### src/rtl/pwm_sched_pkg.sv
// pwm_sched_pkg: shared types and constants for the PWM duty scheduler.
//   state_t            : scheduler FSM states
//   DUTY_W             : duty word width
//   PWM_PERIOD_CYCLES  : clk_50M cycles per PWM period
//   DUTY_MAX           : largest duty value the generator accepts
package pwm_sched_pkg;
   typedef enum logic [1:0] {IDLE, RAMP, HOLD} state_t;
   localparam int DUTY_W = 4;
   localparam int PWM_PERIOD_CYCLES = 256;
   localparam int DUTY_MAX = 15;
endpackage

### src/rtl/pwm_duty_scheduler_if.sv
// pwm_duty_scheduler_if: requester/generator bus of the duty scheduler.
//   period_tick : start-of-period pulse from the PWM generator
//   req_valid   : per-requester pending request
//   req_duty    : packed requested duties, 4 bits per requester
//   req_ready   : one-hot accept pulse
//   duty_cycle  : duty driven to the PWM generator
//   owner       : index of the last granted requester
//   busy        : scheduler in RAMP or HOLD
interface pwm_duty_scheduler_if import pwm_sched_pkg::*; #(parameter int NUM_REQ = 4);
   logic                         period_tick;
   logic [NUM_REQ-1:0]           req_valid;
   logic [DUTY_W*NUM_REQ-1:0]    req_duty;
   logic [NUM_REQ-1:0]           req_ready;
   logic [DUTY_W-1:0]            duty_cycle;
   logic [$clog2(NUM_REQ)-1:0]   owner;
   logic                         busy;
   modport master (output period_tick, req_valid, req_duty, input req_ready, duty_cycle, owner, busy);
   modport slave  (input period_tick, req_valid, req_duty, output req_ready, duty_cycle, owner, busy);
endinterface

### src/rtl/rr_arbiter.sv
// rr_arbiter: combinational rotating-priority search.
//   req_valid  : pending requests
//   last_grant : index granted last; search starts one past it
//   enable     : gates the grant
//   grant      : one-hot grant (zero when disabled or nothing pending)
//   grant_idx  : index of the granted requester
module rr_arbiter #(
   parameter int NUM_REQ = 4,
   localparam int IW = $clog2(NUM_REQ)
) (
   input  logic [NUM_REQ-1:0] req_valid,
   input  logic [IW-1:0]      last_grant,
   input  logic               enable,
   output logic [NUM_REQ-1:0] grant,
   output logic [IW-1:0]      grant_idx
);
   always_comb begin
      grant = '0;
      grant_idx = '0;
      // walk from farthest to nearest so the nearest valid requester wins
      for (int k = NUM_REQ; k >= 1; k--) begin
         int j;
         j = int'(last_grant) + k;
         if (j >= NUM_REQ) j = j - NUM_REQ;
         if (enable && req_valid[j]) begin
            grant = '0;
            grant[j] = 1'b1;
            grant_idx = IW'(j);
         end
      end
   end
endmodule

### src/rtl/pwm_duty_scheduler.sv
// pwm_duty_scheduler: round-robin owner of the shared PWM duty with period-aligned ramping.
//   clk_50M : system clock
//   reset   : asynchronous active-high reset
//   bus     : requester/generator bus (slave side)
module pwm_duty_scheduler import pwm_sched_pkg::*; #(
   parameter int NUM_REQ = 4,
   parameter int RAMP_STEP = 1,
   parameter int HOLD_PERIODS = 2
) (
   input  logic clk_50M,
   input  logic reset,
   pwm_duty_scheduler_if.slave bus
);
   localparam int IW = $clog2(NUM_REQ);
   state_t              state, state_n;
   logic [3:0]          hold_cnt, hold_n;
   logic [DUTY_W-1:0]   target, target_n, duty_n, req_d;
   logic [IW-1:0]       last_grant, last_n, owner_n, grant_idx;
   logic [NUM_REQ-1:0]  grant;
   logic                arb_en, up, reached;
   logic [4:0]          diff, step, sum;
   // arbitration only at a period boundary when the generator is free
   assign arb_en = bus.period_tick && (state == IDLE || (state == HOLD && hold_cnt == 4'd0));
   rr_arbiter #(.NUM_REQ(NUM_REQ)) u_arb (
      .req_valid  (bus.req_valid),
      .last_grant (last_grant),
      .enable     (arb_en),
      .grant      (grant),
      .grant_idx  (grant_idx)
   );
   assign req_d = bus.req_duty[DUTY_W*grant_idx +: DUTY_W];
   // 5-bit magnitude plus direction keeps the step from ever wrapping
   always_comb begin
      up = target > bus.duty_cycle;
      diff = up ? {1'b0, target} - {1'b0, bus.duty_cycle} : {1'b0, bus.duty_cycle} - {1'b0, target};
      step = diff < 5'(RAMP_STEP) ? diff : 5'(RAMP_STEP);
      sum = up ? {1'b0, bus.duty_cycle} + step
               : (step > {1'b0, bus.duty_cycle} ? 5'd0 : {1'b0, bus.duty_cycle} - step);
      reached = step == diff;
   end
   always_comb begin
      state_n = state;
      hold_n = hold_cnt;
      target_n = target;
      duty_n = bus.duty_cycle;
      owner_n = bus.owner;
      last_n = last_grant;
      if (arb_en) begin
         if (|grant) begin
            target_n = req_d;
            owner_n = grant_idx;
            last_n = grant_idx;
            state_n = req_d != bus.duty_cycle ? RAMP : HOLD;
            hold_n = 4'(HOLD_PERIODS);
         end else state_n = IDLE;
      end else if (bus.period_tick && state == RAMP) begin
         duty_n = sum > 5'(DUTY_MAX) ? 4'(DUTY_MAX) : sum[3:0];
         if (reached) begin
            state_n = HOLD;
            hold_n = 4'(HOLD_PERIODS);
         end
      end else if (bus.period_tick && state == HOLD && hold_cnt != 4'd0) hold_n = hold_cnt - 4'd1;
   end
   always_ff @(posedge clk_50M or posedge reset) begin
      if (reset) begin
         state <= IDLE;
         hold_cnt <= '0;
         target <= '0;
         last_grant <= IW'(NUM_REQ - 1);
         bus.duty_cycle <= '0;
         bus.owner <= '0;
         bus.busy <= 1'b0;
         bus.req_ready <= '0;
      end else begin
         state <= state_n;
         hold_cnt <= hold_n;
         target <= target_n;
         last_grant <= last_n;
         bus.duty_cycle <= duty_n;
         bus.owner <= owner_n;
         bus.busy <= state_n != IDLE;
         bus.req_ready <= grant;
      end
   end
endmodule

### src/flat_wrapper.sv
// flat-port wrapper written by rule: the top's interface ports become plain ports
module pwm_duty_scheduler_flat import pwm_sched_pkg::*;
#(
   parameter int NUM_REQ = 4,
   parameter int RAMP_STEP = 1,
   parameter int HOLD_PERIODS = 2
)
  (clk_50M, reset, bus_period_tick, bus_req_valid, bus_req_duty, bus_req_ready, bus_duty_cycle, bus_owner, bus_busy);
  pwm_duty_scheduler_if #(.NUM_REQ(NUM_REQ)) bus_i ();
  input  logic clk_50M;
  input  logic reset;
  input wire logic [$bits(bus_i.period_tick)-1:0] bus_period_tick;
  input wire logic [$bits(bus_i.req_valid)-1:0] bus_req_valid;
  input wire logic [$bits(bus_i.req_duty)-1:0] bus_req_duty;
  output wire logic [$bits(bus_i.req_ready)-1:0] bus_req_ready;
  output wire logic [$bits(bus_i.duty_cycle)-1:0] bus_duty_cycle;
  output wire logic [$bits(bus_i.owner)-1:0] bus_owner;
  output wire logic [$bits(bus_i.busy)-1:0] bus_busy;
  assign bus_i.period_tick = bus_period_tick;
  assign bus_i.req_valid = bus_req_valid;
  assign bus_i.req_duty = bus_req_duty;
  assign bus_req_ready = bus_i.req_ready;
  assign bus_duty_cycle = bus_i.duty_cycle;
  assign bus_owner = bus_i.owner;
  assign bus_busy = bus_i.busy;
  pwm_duty_scheduler #(.NUM_REQ(NUM_REQ), .RAMP_STEP(RAMP_STEP), .HOLD_PERIODS(HOLD_PERIODS)) u_core (.clk_50M(clk_50M), .reset(reset), .bus(bus_i));
endmodule
### config.mk
export PLATFORM = sky130hd
export DESIGN_NAME = pwm_duty_scheduler_flat
export DESIGN_NICKNAME = d
export VERILOG_FILES = /design/src/rtl/pwm_sched_pkg.sv /design/src/rtl/pwm_duty_scheduler_if.sv /design/src/rtl/rr_arbiter.sv /design/src/rtl/pwm_duty_scheduler.sv /design/src/flat_wrapper.sv
export SDC_FILE = /design/constraint.sdc
export NUM_CORES = 1
export LEC_CHECK = 0
export BUFFER_PORTS_ARGS = -buffer_cell sky130_fd_sc_hd__buf_2
export CAP_MARGIN = 20
export CELL_PAD_IN_SITES_DETAIL_PLACEMENT = 0
export CELL_PAD_IN_SITES_GLOBAL_PLACEMENT = 2
export CORE_MARGIN = 2
export CORE_UTILIZATION = 36
export DETAILED_ROUTE_END_ITERATION = 7
export PLACE_DENSITY = 0.88
export SETUP_SLACK_MARGIN = 0.05
export SLEW_MARGIN = 5
export SYNTH_ARGS = -nofsm -noshare
export SYNTH_HDL_FRONTEND = slang
export SYNTH_HIERARCHICAL = 1
export SYNTH_SLANG_ARGS = --single-unit
### constraint.sdc
create_clock -name clk_50M -period 4.7 [get_ports clk_50M]
set_input_delay 0.94 -clock clk_50M [delete_from_list [all_inputs] [get_ports clk_50M]]
set_output_delay 0.94 -clock clk_50M [all_outputs]
set_load 0.005 [all_outputs]
## Yosys cells after proc, flatten, opt, wreduce, memory -nomap -nowiden

Cells that the tools add are included.

- $add $sub $neg: 13
- $lt $le $gt $ge: 16
- Eq/ne operators: 6
- Shifts and indexed selects: 1
- Mux-type cells: 47
- Bitwise gates (word level): 1
- Reduce and logical (&&, ||, !) cells: 23

Operator list:

| kind | number |
|---|---|
| 32-bit by 1-bit >= comparator with 1-bit output (second input constant) | 4 |
| 32-bit by 4-bit less-than comparator with 1-bit output (second input constant) | 4 |
| 32-bit 2-to-1 mux | 4 |
| 4-bit 2-to-1 mux | 10 |
| 32-bit by 4-bit >= comparator with 1-bit output (second input constant) | 1 |
| 32-bit by 4-bit subtractor with 32-bit output (second input constant) | 1 |
| 5-bit 2-to-1 mux | 4 |
| 2-bit 2-to-1 mux | 9 |
| 16-bit by 5-bit variable part select with 4-bit output | 1 |
| 1-bit logical AND | 13 |
| 1-bit 2-to-1 mux | 12 |
| 3-bit by 3-bit subtractor with 4-bit output (second input constant) | 3 |
| 4-bit by 4-bit subtractor with 5-bit output | 2 |
| 3-bit >= comparator (second input constant) | 3 |
| 1-bit binary-select mux with 2-bit select | 4 |
| 1-bit demux with 2-bit select | 4 |
| 2-bit by 2-bit adder with 3-bit output (second input constant) | 2 |
| 4-bit by 5-bit adder with 5-bit output | 1 |
| 5-bit equality test | 1 |
| 5-bit by 4-bit greater-than comparator with 1-bit output | 1 |
| 5-bit by 4-bit greater-than comparator with 1-bit output (second input constant) | 1 |
| 5-bit by 1-bit less-than comparator with 1-bit output (second input constant) | 1 |
| 4-bit by 5-bit subtractor with 5-bit output | 1 |
| 2-bit by 3-bit adder with 4-bit output (second input constant) | 1 |
| 18 further kinds | 19 |

- Bits in registers: 23
- Bits of input ports: 23
- Output and inout port bits: 11
- Logic and storage cells: 115

## Depth between registers and ports, before layout

- Depth in word-level cells: 17
- Depth in mapped cells: 18
- Depth with buffers taken out: 18

## Modules after synthesis

The synthesis kept the hierarchy.

Modules (own cells, without submodules):

| module | times used | cells each | area an instance (µm²) | sequential area each (µm²) |
|---|---|---|---|---|
| pwm_duty_scheduler | 1 | 183 | 1,789.2 | 578.1 |
| rr_arbiter | 1 | 73 | 545.5 | 0.0 |

## Worst setup path before layout

No wires, ideal clock.

- Path type: reg-to-reg
- Start point: reg u_core.last_grant[0]
- End point: reg u_core.state[0]
- Library setup time: 0.121 ns
- Arrival: 3.540 ns
- Data required time: 4.579 ns
- Path slack: 1.039 ns
- Cell stages (with the launch flop): 13
- Path buffers: 3
- Period minus slack after synthesis: 3.661 ns
- Cell sequence: dfstp_2 > buf_2 > inv_1 > ha_1 > buf_2 > mux2_2 > o32a_1 > o32ai_2 > clkbuf_1 > mux4_2 > xnor2_1 > nand4_1 > a22o_1

- Longest elaborated chain between the ends: 16
- Elaborated cells on any way between the ends: 66
- Those cells by class: add/sub (8); order compare (12); eq/ne (1); shift (1); mux (35); reduce/logical (9)

RTL lines:

| item | RTL line | source |
|---|---|---|
| from (decl) | pwm_duty_scheduler.sv:18 | `logic [IW-1:0] last_grant, last_n, owner_n, grant_idx;` |
| from (signal assigned) | pwm_duty_scheduler.sv:69 | `last_grant <= IW'(NUM_REQ - 1);` |
| from (signal assigned) | pwm_duty_scheduler.sv:78 | `last_grant <= last_n;` |
| 2-bit by 3-bit adder with 4-bit output | rr_arbiter.sv:23 | `j = int'(last_grant) + k;` |
| 32-bit by 4-bit subtractor with 32-bit output or 32-bit by 4-bit >= comparator with 1-bit output (tied branches) | rr_arbiter.sv:24 | `if (j >= NUM_REQ) j = j - NUM_REQ;` |
| 32-bit 2-to-1 mux | rr_arbiter.sv:24 |  |
| 1-bit binary-select mux with 2-bit select | rr_arbiter.sv:25 | `if (enable && req_valid[j]) begin` |
| 1-bit 2-to-1 mux (not written as such) (2 in a row) | rr_arbiter.sv:25 |  |
| 1-bit logical AND | rr_arbiter.sv:25 |  |
| 2-bit 2-to-1 mux (3 in a row) | rr_arbiter.sv:25 |  |
| 2-bit 2-to-1 mux (*) | rr_arbiter.sv:25 |  |
| via u_core.grant_idx[0] | pwm_duty_scheduler.sv:18 |  |
| 16-bit by 5-bit variable part select with 4-bit output (*) | pwm_duty_scheduler.sv:31 | `assign req_d = bus.req_duty[DUTY_W*grant_idx +: DUTY_W];` |
| 4-bit != test (*) | pwm_duty_scheduler.sv:53 | `state_n = req_d != bus.duty_cycle ? RAMP : HOLD;` |
| 2-bit 2-to-1 mux (*) | pwm_duty_scheduler.sv:53 |  |
| 2-bit 2-to-1 mux (*) | pwm_duty_scheduler.sv:49 | `if (\|grant) begin` |
| 2-bit 2-to-1 mux (*) | pwm_duty_scheduler.sv:48 | `if (arb_en) begin` |
| via u_core.state_n[0] | pwm_duty_scheduler.sv:15 | `state_t state, state_n;` |
| to (signal assigned) | pwm_duty_scheduler.sv:75 | `state <= state_n;` |
| to (decl) | pwm_duty_scheduler.sv:15 |  |

Mark *: on every way through the listed nets, which the timed path passes. The rest lies on a longest branch. The select of a mux whose other input is x is not followed.
A chain may end at the register's enable or synchronous reset.

## Worst setup path after layout

Ends and elaborated chain as after synthesis.

==> reports/metrics.cfg <==
[finish]
layout-drive-gt1-share_pct=22.4
diodes=0
design_area_mm2=0.00265
final_nets=347
area_growth_syn_to_layout_pct=13.3
final_cell_mix=buf_2 (33), nand2_1 (24), ha_1 (24)
layout_commonest_cell=buf_2

[synthesis]
ys_warn_count=6
syn_inst=256
yosysUniqueCellTypes=60
async_flop_share_pct=100
synth.area.top_cells=dfrtp_1 (23%), ha_1 (13%), o21ai_0 (4.1%)
syn_area_per_cell_um2=9.12
synthDominantCellAreaShare_pct=22.5
synth-edff-count=0
yosys.area.top_type=dfrtp_1
synth_flop_cell=dfrtp_1
synth_area_mm2=0.00233
synth_seq_cells=23
ys_seq_area_share_pct=24.8

[global_route]
antenna_found_initial=0
grt_overflow=0
grt_pass1_wl_um=8990
grt_start_max_net_pins=24
grt_pass1_vias=1905
track_usage_pct=15.0

[power_and_ir_drop]
ir_worst_vdd_v=0.000302
power.density_mw_per_mm2=641
leakage_nw=1.21

[critical_path]
endpoint=u_core/state[0]$_DFF_PP0_
critPathMaxFanout=18
critPathRequiredTime_ns=4.85
critPathLaunchType=flop
critPathCaptureType=flop
reg2reg_from=u_core/last_grant[0]$_DFFE_PP1P_
r2r_setup_slack_ns=0.62
crit_start=u_core/last_grant[0]$_DFFE_PP1P_
ff2ff_path_depth=9
reg2reg_to=u_core/state[0]$_DFF_PP0_
crit_arrival_ns=4.23
criticalPathCategory=flop to flop

[clock_network]
cts.path.max_buffers=2
cts_buffers=3
clock-sinks=23
root_buffer=clkbuf_8
cts_setup_buffers=0
cts-resized-gates=0
tritoncts=done
insertion_delay_ns=0.26
clk_pin_slew_ns=0.08
cts_hold_buf=0
htree_levels=1

[detailed_routing]
routed-via-count=2021
drc=0
drt_iter0_markers=75
vias_per_cell=5.43
dr.pass1.iters=4
drt_wl_total_um=5360
ant_nets=0
routedWlPerCell_um=14.4

[placed_design]
dpl.hpwl_um=4310
gp_congestion=0.829
dpl_cell_area_mm2=0.00260
io_buffers=33

[floorplanning]
die-area_mm2=0.00715
row_count=29
fp.dieH_um=84.5
ios=34
core_area_mm2=0.00631
die_x_um=84.5
initial_core_util_pct=37.0

[sta]
fin_skew_ns=0.00275
min_period_over_period_pct=86.9
setup_viol=0
fmax_mhz=245
slew_headroom_pct=35.5
grt_setup_unrepaired=no
period_minus_slack_ns=4.08
final_hold_viol_count=0
drv_slew=0
worst_pin_slew_ns=0.959
final.setup.tns_ns=0

[job]
maxCapViolCount=0

[worst_hold_path]
hold_class=flop to flop

[run_status]
status=finished, final reports clean

[logic make-up after synthesis]
logic type / Yosys count / share of synthesized area (%)
buffers and inverters: 27 / 5.14
muxes: 22 / 12.4
DFF: 23 / 24.8
adders and majority gates: 28 / 16.3
and+or+nand+nor: 76 / 16.0
other: 2 / 0.322
xor gates and xnor gates: 4 / 1.50
AOI/OAI and AO/OA: 74 / 23.6
[registers in the layout (all words and copies together), names as in the netlist]
| name | cells |
|---|---|
| u_core/bus.duty_cycle | 4 |
| u_core/bus.owner | 2 |
| u_core/last_grant | 2 |
| u_core/bus.busy | 1 |
| u_core/hold_cnt | 4 |
| u_core/target | 4 |
| u_core/bus.req_ready | 4 |
| u_core/state | 2 |
[cells in the mapped netlist, types with 3 or more instances]
library cell	number
o21a_1	5
nor3_1	6
o22ai_1	5
nor2_1	20
mux2i_1	9
a21oi_1	8
inv_1	19
o21ai_0	19
clkbuf_1	3
ha_1	24
nand3_1	3
xnor2_1	4
fa_1	4
nand2_1	24
a21boi_0	3
mux2_2	7
buf_2	3
o211ai_1	5
mux4_2	4
o22a_1	4
dfrtp_1	21
nand2b_1	4
[per-layer routing]
layer	GRT usage, %	wire length [um]
met1	20.3	2540
met2	26.6	2680
met3	1.28	110
met4	2.60	33
met5	0	0
[layout make-up]
cell class                 count  area (um2)
multi-input combinational    212        1660
clock buffer                   3        41.3
timing repair buffer          37         195
clock inverter                 1        5.00
inverter                      19        71.3
fill                         667        3670
tap                           77        96.3
sequential                    23         578
[stage by stage]
step | setup slack, ns | utilization [%] | total power, W | hold WS, ns | cells
floorplan | 1.04 | - | 0.00130 | 0.504 | 262
global placement | 0.611 | 41.2 | 0.00158 | 0.489 | 368
detailed placement | 0.562 | 41.2 | 0.00157 | 0.497 | 368
CTS | 0.596 | 41.9 | 0.00170 | 0.518 | 372
global route | 0.282 | 41.9 | 0.00187 | 0.536 | 372
finish | 0.615 | 41.9 | 0.00170 | 0.513 | 372
[how the worst min path moves through the flow]
stage	start	end	cells after the start
after floorplan	u_core/hold_cnt[0]$_DFFE_PP0P_	u_core/hold_cnt[0]$_DFFE_PP0P_	1
after global placement	u_core/bus.owner[1]$_DFFE_PP0P_	u_core/bus.owner[1]$_DFFE_PP0P_	1
after detailed placement	u_core/bus.owner[1]$_DFFE_PP0P_	u_core/bus.owner[1]$_DFFE_PP0P_	1
after CTS	u_core/bus.owner[1]$_DFFE_PP0P_	u_core/bus.owner[1]$_DFFE_PP0P_	1
after global routing	u_core/bus.owner[1]$_DFFE_PP0P_	u_core/bus.owner[1]$_DFFE_PP0P_	1
final	u_core/bus.owner[1]$_DFFE_PP0P_	u_core/bus.owner[1]$_DFFE_PP0P_	1
[power breakdown]
group | internal [W] | switching (W) | leakage, nW
Combinational | 0.000555 | 0.000659 | 0.916
Clock | 0.0000590 | 0.0000611 | 0.0255
Sequential | 0.000283 | 0.0000794 | 0.273
[worst max-delay path, stage by stage (launching register included)]
cell and delay (ns):
dfstp_2 0.77, inv_1 0.18, ha_1 0.46, mux2_2 0.37, o32a_1 0.31, o32ai_2 0.65, mux4_2 0.64, xnor2_1 0.17
nand4_1 0.16, a22o_1 0.26
Note: power is estimated with default switching activity, not from simulation.
